===== config.mk =====
export PLATFORM = sky130hd
export DESIGN_NAME = sr_pulse_encoder
export DESIGN_NICKNAME = d
export VERILOG_FILES = /design/src/rtl/sr_pkg.sv /design/src/rtl/sr_stable_cnt.sv /design/src/rtl/sr_pulse_encoder.sv
export SDC_FILE = /design/constraint.sdc
export NUM_CORES = 1
export LEC_CHECK = 0
export CORE_MARGIN = 2
export CORE_UTILIZATION = 45
export DETAILED_ROUTE_END_ITERATION = 8
export HOLD_SLACK_MARGIN = 0.03
export MAX_ROUTING_LAYER = met4
export PLACE_DENSITY = 0.67
export SYNTH_ARGS = -nofsm -noshare
export SYNTH_HDL_FRONTEND = slang
export SYNTH_SLANG_ARGS = --single-unit

===== constraint.sdc =====
create_clock -name clk -period 1.8 [get_ports clk]
set_input_delay 0.18 -clock clk [delete_from_list [all_inputs] [get_ports clk]]
set_output_delay 0.18 -clock clk [all_outputs]
set_load 0.05 [all_outputs]

===== src/rtl/sr_pkg.sv =====
// Shared types and constants for the set/reset pulse encoder.
package sr_pkg;

    typedef enum logic [2:0] {
        INIT      = 3'd0,
        SET_PULSE = 3'd1,
        CLR_PULSE = 3'd2,
        GAP       = 3'd3,
        IDLE      = 3'd4
    } sr_state_t;

    localparam int GAP_CYCLES = 1;

endpackage


===== src/rtl/sr_stable_cnt.sv =====
// Debounce counter: counts consecutive cycles of mismatch between d and the tracked latch value.
module sr_stable_cnt #(
    parameter int STABLE_N = 4
) (
    input  logic clk,
    input  logic reset,
    input  logic clear,
    input  logic mismatch,
    output logic stable
);

    localparam int CW = $clog2(STABLE_N + 1);

    logic [CW-1:0] r_count;

    // Saturates at STABLE_N so a long mismatch can never wrap back to zero.
    always_ff @(posedge clk) begin
        if (reset || clear || !mismatch) begin
            r_count <= '0;
        end else if (r_count != CW'(STABLE_N)) begin
            r_count <= r_count + 1'b1;
        end
    end

    // Flags the edge on which the count reaches STABLE_N, so the registered pulse
    // appears in the very cycle the debounce window completes.
    assign stable = mismatch && (r_count == CW'(STABLE_N - 1));

endmodule


===== src/rtl/sr_pulse_encoder.sv =====
// Level-to-pulse encoder driving a NOR RS latch with non-overlapping set/clr pulses.
// Define SR_EVENT_COUNT_EN to add the saturating set_cnt/clr_cnt event counters.
module sr_pulse_encoder
    import sr_pkg::*;
#(
    parameter int PULSE_W  = 2,
    parameter int STABLE_N = 4,
    parameter int CNT_W    = 8
) (
    input  logic             clk,
    input  logic             reset,
    input  logic             d,
    output logic             set_p,
    output logic             clr_p,
    output logic             q_track,
`ifdef SR_EVENT_COUNT_EN
    output logic             busy,
    output logic [CNT_W-1:0] set_cnt,
    output logic [CNT_W-1:0] clr_cnt
`else
    output logic             busy
`endif
);

    localparam int PCW = $clog2(PULSE_W + 1);

    sr_state_t      r_state;
    sr_state_t      w_nextState;
    logic [PCW-1:0] r_pcnt;
    logic           r_qTrack;
    logic           r_setP;
    logic           r_clrP;
    logic           r_initPulse;
    logic           w_stable;
    logic           w_pulseLast;
    logic           w_gapLast;

    assign w_pulseLast = (r_pcnt == PCW'(PULSE_W - 1));
    assign w_gapLast   = (r_pcnt == PCW'(GAP_CYCLES - 1));

    sr_stable_cnt #(
        .STABLE_N (STABLE_N)
    ) u_stableCnt (
        .clk      (clk),
        .reset    (reset),
        .clear    (r_state != IDLE),
        .mismatch (d != r_qTrack),
        .stable   (w_stable)
    );

    always_comb begin
        w_nextState = r_state;
        case (r_state)
            INIT:      w_nextState = CLR_PULSE;
            SET_PULSE: if (w_pulseLast) w_nextState = GAP;
            CLR_PULSE: if (w_pulseLast) w_nextState = GAP;
            GAP:       if (w_gapLast)   w_nextState = IDLE;
            IDLE:      if (w_stable)    w_nextState = d ? SET_PULSE : CLR_PULSE;
            default:   w_nextState = INIT;
        endcase
    end

    // Pulse outputs are registered from the next state so they never overlap or glitch.
    always_ff @(posedge clk) begin
        if (reset) begin
            r_state     <= INIT;
            r_pcnt      <= '0;
            r_qTrack    <= 1'b0;
            r_setP      <= 1'b0;
            r_clrP      <= 1'b0;
            r_initPulse <= 1'b1;
        end else begin
            r_state <= w_nextState;
            r_setP  <= (w_nextState == SET_PULSE);
            r_clrP  <= (w_nextState == CLR_PULSE);
            if (w_nextState != r_state) begin
                r_pcnt <= '0;
            end else if (r_state == SET_PULSE || r_state == CLR_PULSE || r_state == GAP) begin
                r_pcnt <= r_pcnt + 1'b1;
            end
            if (r_state == SET_PULSE && w_pulseLast) begin
                r_qTrack <= 1'b1;
            end
            if (r_state == CLR_PULSE && w_pulseLast) begin
                r_qTrack    <= 1'b0;
                r_initPulse <= 1'b0;
            end
        end
    end

    assign set_p   = r_setP;
    assign clr_p   = r_clrP;
    assign q_track = r_qTrack;
    assign busy    = (r_state != IDLE);

`ifdef SR_EVENT_COUNT_EN
    logic [CNT_W-1:0] r_setCnt;
    logic [CNT_W-1:0] r_clrCnt;

    // The power-up clear pulse is not a real event, so it is kept out of clr_cnt.
    always_ff @(posedge clk) begin
        if (reset) begin
            r_setCnt <= '0;
            r_clrCnt <= '0;
        end else begin
            if (r_state == SET_PULSE && w_pulseLast && r_setCnt != '1) begin
                r_setCnt <= r_setCnt + 1'b1;
            end
            if (r_state == CLR_PULSE && w_pulseLast && !r_initPulse && r_clrCnt != '1) begin
                r_clrCnt <= r_clrCnt + 1'b1;
            end
        end
    end

    assign set_cnt = r_setCnt;
    assign clr_cnt = r_clrCnt;
`endif

endmodule


---- After elaboration in Yosys (flattened, before gate mapping) ----
Index checks and enable logic that the tools add are counted.
storage, ports and cells
  logic and storage cells ................. 38
  bits in registers ....................... 11
operators by class
  eq/ne operators ......................... 12
  reductions and logical operators ........ 13
  add/sub/neg operators ................... 2
  multiplexer cells ....................... 5
operator list
  cell                   number
  $eq A3 B2 Y1 const B   4
  $pmux W3 S4            1
  $mux W3                3
  $eq A3 B1 Y1 const B   2
  $ne A3 B3 Y1 const B   2
  $reduce_or A2 Y1       3
  $logic_or A1 B1 Y1     4
  $add A3 B1 Y3 const B  1
  $eq A3 B3 Y1 const B   1
  $logic_and A1 B1 Y1    3
  $logic_not A3 Y1       1
  $ne A3 B3 Y1           1
  $add A2 B1 Y2 const B  1
  $eq A2 B1 Y1 const B   1
  $logic_not A2 Y1       1
  $mux W2                1
  $logic_not A1 Y1       1
  $ne A1 B1 Y1           1

---- Logic depth before layout (Yosys ltp) ----
Gate-level depths: netlist of run 1.
  depth in word-level cells ............... 6
  depth in mapped cells ................... 6
  gate-level depth less buffers ........... 6

---- By module ----
Synthesis of run 1 repeated with hierarchy kept, for this count alone.
unflattened totals
  cells, all modules ...................... 83
  area total of the unflattened synthesis .. 691.9 sq um
by module, submodules not included
  module            area each (sq um)  instances  sequential area each (sq um)  cells each
  sr_pulse_encoder  521.8              1          160.2                         64
  sr_stable_cnt     170.2              1          60.1                          19

---- Worst setup path after synthesis of run 1 ----
Ideal clock, no wire load.
  kind .................................... register -> register
  start point ............................. register r_state[1]
  end point ............................... register u_stableCnt.r_count[1]
  library setup time ...................... 0.070 ns
  slack ................................... 0.280 ns
  data arrival time ....................... 1.450 ns
  stages on the path, launching flop included .. 6
  data required time ...................... 1.730 ns
  cells stage by stage .................... dfxtp_1 -> buf_2 -> nor2_2 -> nand2_1 -> or3_1 -> a21oi_1
on the way
  longest elaborated chain between the ends .. 3
RTL lines
  item                              line                    RTL
  start, declared                   sr_pulse_encoder.sv:27  sr_state_t r_state;
  start signal, assigned            sr_pulse_encoder.sv:73  r_state <= w_nextState;
  $ne A3 B3 Y1                      -
  net busy                          sr_pulse_encoder.sv:21  output logic busy
  $logic_or A1 B1 Y1 (2 in series)  sr_stable_cnt.sv:18     if (reset || clear || !mismatch) begin
  end signal, assigned              sr_stable_cnt.sv:21     r_count <= r_count + 1'b1;
  end, declared                     sr_stable_cnt.sv:14     logic [CW-1:0] r_count;
The timed path passes the listed nets, and every way through them passes these cells.
A chain may end at the register's enable or synchronous reset.

---- Worst setup path after layout of run 1 ----
  start point ............................. register r_qTrack, in the netlist q_track
  end point ............................... output port q_track
RTL lines
  item                    line                    RTL
  start, declared         sr_pulse_encoder.sv:30  logic r_qTrack;
  start signal, assigned  sr_pulse_encoder.sv:68  r_qTrack <= 1'b0;
  start signal, assigned  sr_pulse_encoder.sv:82  r_qTrack <= 1'b1;
  start signal, assigned  sr_pulse_encoder.sv:85  r_qTrack <= 1'b0;
  end, declared           sr_pulse_encoder.sv:15  output logic q_track,
No word-level cell between the ends.

==> impl_metrics.toml, run 1 <==
[setup_path]
crit_slowest_cell = "clkdlybuf4s50_1"
critPathMaxFanout = 6
worst_setup_path_start_kind = "flip-flop"
crit_chain = "clkdlybuf4s50_1"
ff2ff_setup_slack_ns = 0.21
capture_instance_of_the_worst_register_to_register_path = "r_pcnt[0]"
crit-reg2reg-launch = "u_stableCnt.r_count[0]"
critical_path.endpoint_type = "output pin"
timing.reg2reg.worst_path_depth = 6
timing.setup.critical_path_class = "reg2out"
worst-path-buf-inv = 1
slowest_delay_ns = 0.84
path_delay_family = "buffers and inverters"
worstPathRequired_ns = 1.62
critical_path_arrival_ns = 1.53

[sta]
fin_setup_tns_ns = 0
timing.final.max_slew_violations = 0
finalHoldViolations = 0
timing.final.crit_period_ns = 1.71
rsz0062_at_grt = "false"
fin_skew_ns = 0.00177
maxClockFrequency_mhz = 583
setup_viol_count_final = 0
share_of_the_clock_period_used_by_the_worst_path_after_layout = 0.952
worstMarginPinSlew_ns = 0.501
worst_slew_margin_rel = 0.665

[global_routing]
grt_antenna_before_repair = 0
largest_net_degree_at_the_start_of_global_routing = 12
grt_pass1_wl_um = 2020
groute.usage.overall = 0.155
first_global_vias = 481
grt_overflow = 0

[layout]
num-fill-cells = 124
post_route_cells_drive_above_1_share = 0.138
most_frequent_cells_in_the_layout = "dfxtp_1, inv_1, nor2_1"
area_taken_by_multi_input_logic_gates_um2 = 374
layout.cells.most_common = "dfxtp_1"
fin_util = 0.566
layout-area-overhead-vs-synth_pct = 15.7
layout.area.seq_um2 = 220
nets = 89
antenna_cells_inserted = 0

[floorplan]
core_region_area_um2 = 1330
ioPinCount = 7
die_area_um2 = 1770
placement_rows = 13
chipHeight_um = 42.1
die-width_um = 42.1
floorplan.initialDensity = 0.489

[power_and_ir_drop]
seq_power_share = 0.508
combPwrFrac = 0.158
power_report.internal_total_w = 0.000372
power.share.clock = 0.334
peakVddDrop_v = 0.000442
powerDensity_nw_per_um2 = 673
p_total_w = 0.000508
switching_share = 0.268
static_leakage_power_nw = 0.261
p_switching_w = 0.000136

[min_path]
hold_path_class = "reg2reg"
worstHoldStart = "u_stableCnt.r_count[2]"
min_path_cells = 2
hold-path-endpoint = "u_stableCnt.r_count[1]"

[logic_synthesis]
yosys_warnings = 0
synth.lib_cells_used.distinct = 31
synth-seq-cells = 11
synth.yosys.seq_area_share = 0.338
net_count_synth = 80
netlist_instances = 72
postSynthAreaPerCell_um2 = 9.05
synthesis.area_um2 = 652

[clocking]
cts_root_buf = "clkbuf_4"
insertion_delay_ns = 0.27
cts-htree-levels = 1
ctsHoldBuffers = 0
clk_pin_slew_worst_paths_ns = 0.07
cts_repair_resize_count = 0
tritoncts.num_buffers = 3
cts.sink_count = 11
post_cts.repair.setup_buffers = 0
clock_path_buffers = 2
tritoncts_clock_tree = "done"

[drt]
via_count = 516
drt_first_iter_violations = 28
dr.pass1.iters = 4
drc_errors = 0
detail_route.wl_per_cell_um = 12.1
totalWireLength_um = 1150
via_per_inst = 5.43
drt.antenna.violating_nets = 0

[run_status]
run_status = "complete, no violations"

[place]
placement.io_buffers = 6
hpwlAfterDp_um = 842
routabilityCongestion = 0.791

[run]
drv_cap = 0
## per-stage QoR
stage / area (um2) / hold slack [ns] / instances / setup WS [ns]
floorplan: 652 / 0.456 / 72 / 0.280
global route: 754 / 0.540 / 95 / 0.0375
detailed placement: 728 / 0.483 / 91 / 0.220
finish: 754 / 0.510 / 95 / 0.0861
CTS: 754 / 0.509 / 95 / 0.0763
global placement: 728 / 0.484 / 91 / 0.248
## registers in the layout, indices dropped and copies added, names as in the netlist
register and cells:
r_state 3, u_stableCnt.r_count 3, set_p 1, r_pcnt 2, q_track 1, clr_p 1
## final cells by class
cell class	count	share of cell area
sequential	11	0.292
clock buffer	4	0.0348
multi-input combinational	49	0.496
timing repair buffer	8	0.113
inverter	8	0.0398
tap	15	0.0249
## per-layer routing
metal  wire, um  up-vias  share of wire  track usage
met5          0        -              0            -
met3         55        2          0.048       0.0388
met4         21        0          0.018       0.0750
li1           -      263              -            -
met2        518       15           0.45        0.228
met1        553      236           0.48        0.199
## how the worst max path moves through the flow
| stage | startpoint | endpoint | slack (ns) | depth (start not counted) |
|---|---|---|---|---|
| 4_1_cts | q_track | q_track | 0.08 | 1 |
| 5_1_grt | q_track | q_track | 0.04 | 1 |
| 3_3_place_gp | u_stableCnt.r_count[0] | r_pcnt[0] | 0.25 | 6 |
| 2_1_floorplan | r_state[1] | u_stableCnt.r_count[1] | 0.28 | 5 |
| 3_5_place_dp | u_stableCnt.r_count[0] | r_pcnt[0] | 0.22 | 6 |
| 6_report | q_track | q_track | 0.09 | 1 |
## cell usage after synthesis
cell type   n  area share
ha_1        5       0.096
buf_4       1       0.012
o22a_1      1       0.013
a2111oi_4   1       0.042
nor2_1      6       0.035
nand4_1     1      0.0096
clkbuf_1    1      0.0058
nand2_1     5       0.029
a221oi_1    1       0.013
a31oi_1     1      0.0096
dfxtp_1    11        0.34
a22oi_1     1       0.012
inv_1       8       0.046
nor3b_1     2       0.023
o21ai_0     3       0.023
nand3b_1    1       0.012
o211ai_1    1       0.012
buf_6       1       0.017
a21oi_1     4       0.031
o221ai_2    1       0.023
nor2_2      1      0.0096
xnor2_1     3       0.040
nand2b_1    1      0.0096
o21a_1      1       0.012
buf_2       1      0.0077
nand3_1     1      0.0077
nor4_2      2       0.038
nor2b_1     2       0.019
and4b_1     1       0.015
mux2i_1     2       0.031
or3_1       1      0.0096
## power by group through the flow
stage               clock network [W]  registers (W)  logic (W)
detailed placement                  0       0.000264  0.0000799
global route                 0.000190       0.000259  0.0000866
finish                       0.000170       0.000258  0.0000800
floorplan                           0       0.000268  0.0000572
CTS                          0.000177       0.000258  0.0000803
global placement                    0       0.000264  0.0000792
## kinds of logic (layout without fill, tap and decap cells)
| family | after synthesis | count (layout) | synth area share |
|---|---|---|---|
| AO/OA/AOI/OAI | 15 | 15 | 0.190 |
| buffers and inverters | 12 | 20 | 0.0883 |
| multiplexers | 2 | 2 | 0.0307 |
| adder cells (fa/ha/maj) | 5 | 5 | 0.0960 |
| flip-flops | 11 | 11 | 0.338 |
| AND/OR/NAND/NOR | 24 | 24 | 0.217 |
| XOR/XNOR | 3 | 3 | 0.0403 |
No activity file was read; power rests on OpenSTA's default activity.
==> run 2: changes to the inputs <==
Settings changed: CORE_MARGIN 2 to 1.
==> run 2 against run 1 <==
Against the previous run:
- clock power is 4% lower
- routed wire length is 3.2% higher
- critical path depth stayed put
- combinational power is 1% higher
- non-clock buffer count stayed put
==> impl_metrics.toml, run 2 (synthesis gave the netlist of run 1 again) <==
[global_routing]
grt_overflow = 0
largest_net_degree_at_the_start_of_global_routing = 12
grt_antenna_before_repair = 0
grt_pass1_wl_um = 1810
groute.usage.overall = 0.184
first_global_vias = 406

[layout]
layout-area-overhead-vs-synth_pct = 15.7
fin_util = 0.573
post_route_cells_drive_above_1_share = 0.138
antenna_cells_inserted = 0
layout.cells.most_common = "dfxtp_1"
nets = 89
most_frequent_cells_in_the_layout = "dfxtp_1, inv_1, nor2_1"
reg.largest.list = "r_state (3), u_stableCnt.r_count (3), r_pcnt (2)"

[power_and_ir_drop]
powerDensity_nw_per_um2 = 668
switching_share = 0.262
static_leakage_power_nw = 0.261
power.share.clock = 0.326
p_total_w = 0.000504
combPwrFrac = 0.160
power_report.internal_total_w = 0.000372
peakVddDrop_v = 0.000486
seq_power_share = 0.514
p_switching_w = 0.000132

[setup_path]
worstPathRequired_ns = 1.62
timing.setup.critical_path_class = "reg2out"
crit_slowest_cell = "clkdlybuf4s50_1"
worst_setup_path_start_kind = "flip-flop"
critical_path.endpoint_type = "output pin"
slowest_delay_ns = 0.84
crit_chain = "clkdlybuf4s50_1"
critical_path_arrival_ns = 1.52
path_delay_family = "buffers and inverters"
worst-path-buf-inv = 1
ff2ff_setup_slack_ns = 0.22
critPathMaxFanout = 6

[sta]
timing.final.max_slew_violations = 0
worstMarginPinSlew_ns = 0.522
share_of_the_clock_period_used_by_the_worst_path_after_layout = 0.945
fin_skew_ns = 0.00196
maxClockFrequency_mhz = 588
layout_setup_ws_ns = 0.0987
setup_viol_count_final = 0
rsz0062_at_grt = "false"
finalHoldViolations = 0
timing.final.crit_period_ns = 1.70
fin_setup_tns_ns = 0
worst_slew_margin_rel = 0.652

[drt]
drt_first_iter_violations = 6
drc_errors = 0
dr.pass1.iters = 4
detail_route.wl_per_cell_um = 12.5
via_count = 511
via_per_inst = 5.38
totalWireLength_um = 1190
drt.antenna.violating_nets = 0

[run]
drv_cap = 0

[floorplan]
die_area_um2 = 1600
core_region_area_um2 = 1320
die-width_um = 40.1
placement_rows = 13
floorplan.initialDensity = 0.495
ioPinCount = 7
chipHeight_um = 40.1

[place]
placement.io_buffers = 6
routabilityCongestion = 0.831
place_ws_ns = 0.233
hpwlAfterDp_um = 912

[clocking]
tritoncts_clock_tree = "done"
cts-htree-levels = 1
insertion_delay_ns = 0.26
ctsHoldBuffers = 0
cts_root_buf = "clkbuf_4"
cts.sink_count = 11
clock_path_buffers = 2
post_cts.repair.setup_buffers = 0
cts_repair_resize_count = 0
tritoncts.num_buffers = 3
clk_pin_slew_worst_paths_ns = 0.07

[min_path]
hold_path_class = "reg2reg"

[run_status]
run_status = "complete, no violations"
-- run 2: cell counts in the layout (fill, tap and decap cells not counted) --
Identical to the previous run, type by type.
-- run 2: cell type report --
cell class,count,area (um2)
multi-input cells,49,374
well taps,15,18.8
clock buffers,4,26.3
flip-flops and latches,11,220
repair buffers,8,85.1
fillers,120,563
inverters,8,30.0
-- run 2: power by group through the flow --
stage	Combinational, W	Clock, W	Sequential, W
6_report	0.0000808	0.000164	0.000259
2_1_floorplan	0.0000572	0	0.000268
4_1_cts	0.0000816	0.000174	0.000259
3_5_place_dp	0.0000811	0	0.000264
5_1_grt	0.0000878	0.000184	0.000260
3_3_place_gp	0.0000800	0	0.000265
-- run 2: path summary, 6_finish.rpt --
kind                                        startpoint                     end  cells past startpoint
worst min register to register  u_stableCnt.r_count[2]  u_stableCnt.r_count[1]                      2
worst max register to register  u_stableCnt.r_count[0]                   clr_p                      6
worst max-delay path                           q_track                 q_track                      1
worst min-delay path            u_stableCnt.r_count[2]  u_stableCnt.r_count[1]                      2
-- run 2: per-stage QoR --
stage	cells	area, um2	hold slack (ns)
final	95	754	0.492
after global routing	95	754	0.521
after CTS	95	754	0.498
after detailed placement	91	728	0.488
after global placement	91	728	0.480
after floorplan	72	652	0.456
-- run 2: per-layer routing --
layer  global-route usage  part of all wire  vias up  wire length (um)
li1                     -                 -      264                 -
met1                0.248              0.51      237               610
met2                0.238              0.45        8               532
met3               0.0222             0.024        2                29
met4                0.155             0.010        0                12
met5                    -                 0        -                 0
==> run 3: changes to the inputs <==
--- a/config.mk
+++ b/config.mk
@@ -9,2 +9,3 @@
 export CORE_UTILIZATION = 45
+export CTS_CLUSTER_SIZE = 16
 export DETAILED_ROUTE_END_ITERATION = 8
--- a/constraint.sdc
+++ b/constraint.sdc
@@ -3,2 +3,2 @@
 set_output_delay 0.18 -clock clk [all_outputs]
-set_load 0.05 [all_outputs]
+set_load 0.1 [all_outputs]
==> run 3 against run 2 <==
Against the previous run:
- setup slack improved by 0.14 ns
- critical path depth is 5 higher
- first-iteration DRC count grew to 3.3 times the previous value
- critical path type is now reg2reg
- clock power about the same
- via count down 2.0%
- largest cell class unchanged
==> impl_metrics.toml, run 3 (synthesis gave the netlist of run 1 again) <==
[run_status]
run_status = "complete, no violations"

[global_routing]
groute.usage.overall = 0.162
global_route.usage.met1 = 0.252
first_global_vias = 388
grt_pass1_wl_um = 1710
grt_overflow = 0
grt_antenna_before_repair = 0
gr-usage-met3 = 0.0167
grt-busiest-layer = "met1"
globalRouteMet2Util = 0.202
largest_net_degree_at_the_start_of_global_routing = 12

[power_and_ir_drop]
power.share.clock = 0.319
switching_share = 0.273
powerDensity_nw_per_um2 = 679
p_switching_w = 0.000139
static_leakage_power_nw = 0.268
combPwrFrac = 0.174
seq_power_share = 0.507
peakVddDrop_v = 0.000375
power_report.internal_total_w = 0.000371

[layout]
fin_util = 0.570
most_frequent_cells_in_the_layout = "dfxtp_1, inv_1, nor2_1, ha_1, buf_4"
nets = 89
antenna_cells_inserted = 0
post_route_cells_drive_above_1_share = 0.200
layout.cells.most_common = "dfxtp_1"
layout-area-overhead-vs-synth_pct = 15.2
final_area_um2 = 751
reg.largest.list = "r_state (3), u_stableCnt.r_count (3), r_pcnt (2)"

[sta]
finalHoldViolations = 0
rsz0062_at_grt = "false"
worst_slew_margin_rel = 0.689
fin_setup_tns_ns = 0
timing.final.crit_period_ns = 1.56
timing.final.max_slew_violations = 0
fin_skew_ns = 0.00179
share_of_the_clock_period_used_by_the_worst_path_after_layout = 0.868
setup_viol_count_final = 0
worstMarginPinSlew_ns = 0.466
layout_setup_ws_ns = 0.238
maxClockFrequency_mhz = 640

[min_path]
hold_path_class = "reg2reg"
hold-path-endpoint = "u_stableCnt.r_count[1]"
worstHoldStart = "u_stableCnt.r_count[2]"
min_path_cells = 2

[drt]
drt_first_iter_violations = 20
drc_errors = 0
via_count = 501
dr.pass1.iters = 4
detail_route.wl_per_cell_um = 11.3
via_per_inst = 5.27
totalWireLength_um = 1070
drt.antenna.violating_nets = 0

[clocking]
tritoncts_clock_tree = "done"
clock_path_buffers = 2
cts-htree-levels = 1
cts_repair_resize_count = 0
tritoncts.num_buffers = 3
cts_root_buf = "clkbuf_4"
ctsHoldBuffers = 0
post_cts.repair.setup_buffers = 0
cts.sink_count = 11
clk_pin_slew_worst_paths_ns = 0.07
insertion_delay_ns = 0.26

[setup_path]
worstPathRequired_ns = 1.98
critPathMaxFanout = 4
ff2ff_setup_slack_ns = 0.24
path_delay_family = "adder cells"
crit_chain = "ha_1 -> ha_1 -> and4b_1 -> mux2i_1 -> o22a_1 -> nor3b_1"
timing.setup.critical_path_class = "reg2reg"
critical_path_arrival_ns = 1.74
timing.reg2reg.worst_path_depth = 6
crit_path_frequent_cell = "ha_1"
capture_instance_of_the_worst_register_to_register_path = "clr_p"
crit-reg2reg-launch = "u_stableCnt.r_count[0]"
crit_slowest_cell = "dfxtp_1"
worst_setup_path_start_kind = "flip-flop"
critical_path.endpoint_type = "flip-flop"
slowest_delay_ns = 0.34
worst-path-buf-inv = 0

[floorplan]
chipHeight_um = 40.1
floorplan.initialDensity = 0.495
core_region_area_um2 = 1320
ioPinCount = 7
die_area_um2 = 1600
placement_rows = 13
die-width_um = 40.1

[place]
hpwlAfterDp_um = 821
routabilityCongestion = 0.778
place_ws_ns = 0.240
place_area_um2 = 724
placement.io_buffers = 6

[run]
drv_cap = 0
==> run 3: cell count changes in the layout (fill, tap and decap cells not counted) <==
cell             before  now
buf_4                 2    5
dfxtp_2               0    1
nand2_1               5    4
dfxtp_1              11   10
clkdlybuf4s50_1       5    2
nand2_2               0    1
==> run 3: power groups by stage <==
stage	Combinational [W]	Clock [W]	Sequential (W)
6_report	0.0000886	0.000163	0.000259
5_1_grt	0.0000965	0.000181	0.000260
4_1_cts	0.0000894	0.000169	0.000259
3_5_place_dp	0.0000891	0	0.000264
3_3_place_gp	0.0000882	0	0.000264
2_1_floorplan	0.0000583	0	0.000277
==> run 3: worst min-delay path, stage by stage (launching register included) <==
cell and delay [ns]:
dfxtp_1 0.33, nand3_1 0.07, a21oi_1 0.06
==> run 3: through the flow <==
step                      power, W  instances  hold slack, ns
after floorplan           0.000335         72           0.456
after global placement    0.000353         91           0.483
after detailed placement  0.000354         91           0.489
after CTS                 0.000517         95           0.507
after global routing      0.000537         95           0.536
final                     0.000510         95           0.506
==> run 3: area by class of cell <==
class | instances | area [um2]
Clock buffer | 4 | 26.3
Fill cell | 124 | 567
Inverter | 8 | 30.0
Multi-Input combinational cell | 49 | 377
Sequential cell | 11 | 221
Tap cell | 15 | 18.8
Timing Repair Buffer | 8 | 77.6
==> run 3: worst max path at each step <==
stage	startpoint	endpoint	cells after the start
2_1_floorplan	r_state[1]	u_stableCnt.r_count[1]	5
5_1_grt	u_stableCnt.r_count[0]	set_p	6
4_1_cts	u_stableCnt.r_count[0]	clr_p	6
3_3_place_gp	u_stableCnt.r_count[0]	r_pcnt[0]	6
3_5_place_dp	u_stableCnt.r_count[0]	clr_p	6
6_report	u_stableCnt.r_count[0]	clr_p	6
==> run 3: metal layers <==
metal	wire, um	part of all wire	up-vias
met5	0	0	-
met4	5	0.0047	0
met3	33	0.031	2
met2	459	0.43	10
met1	574	0.53	223
li1	-	-	266
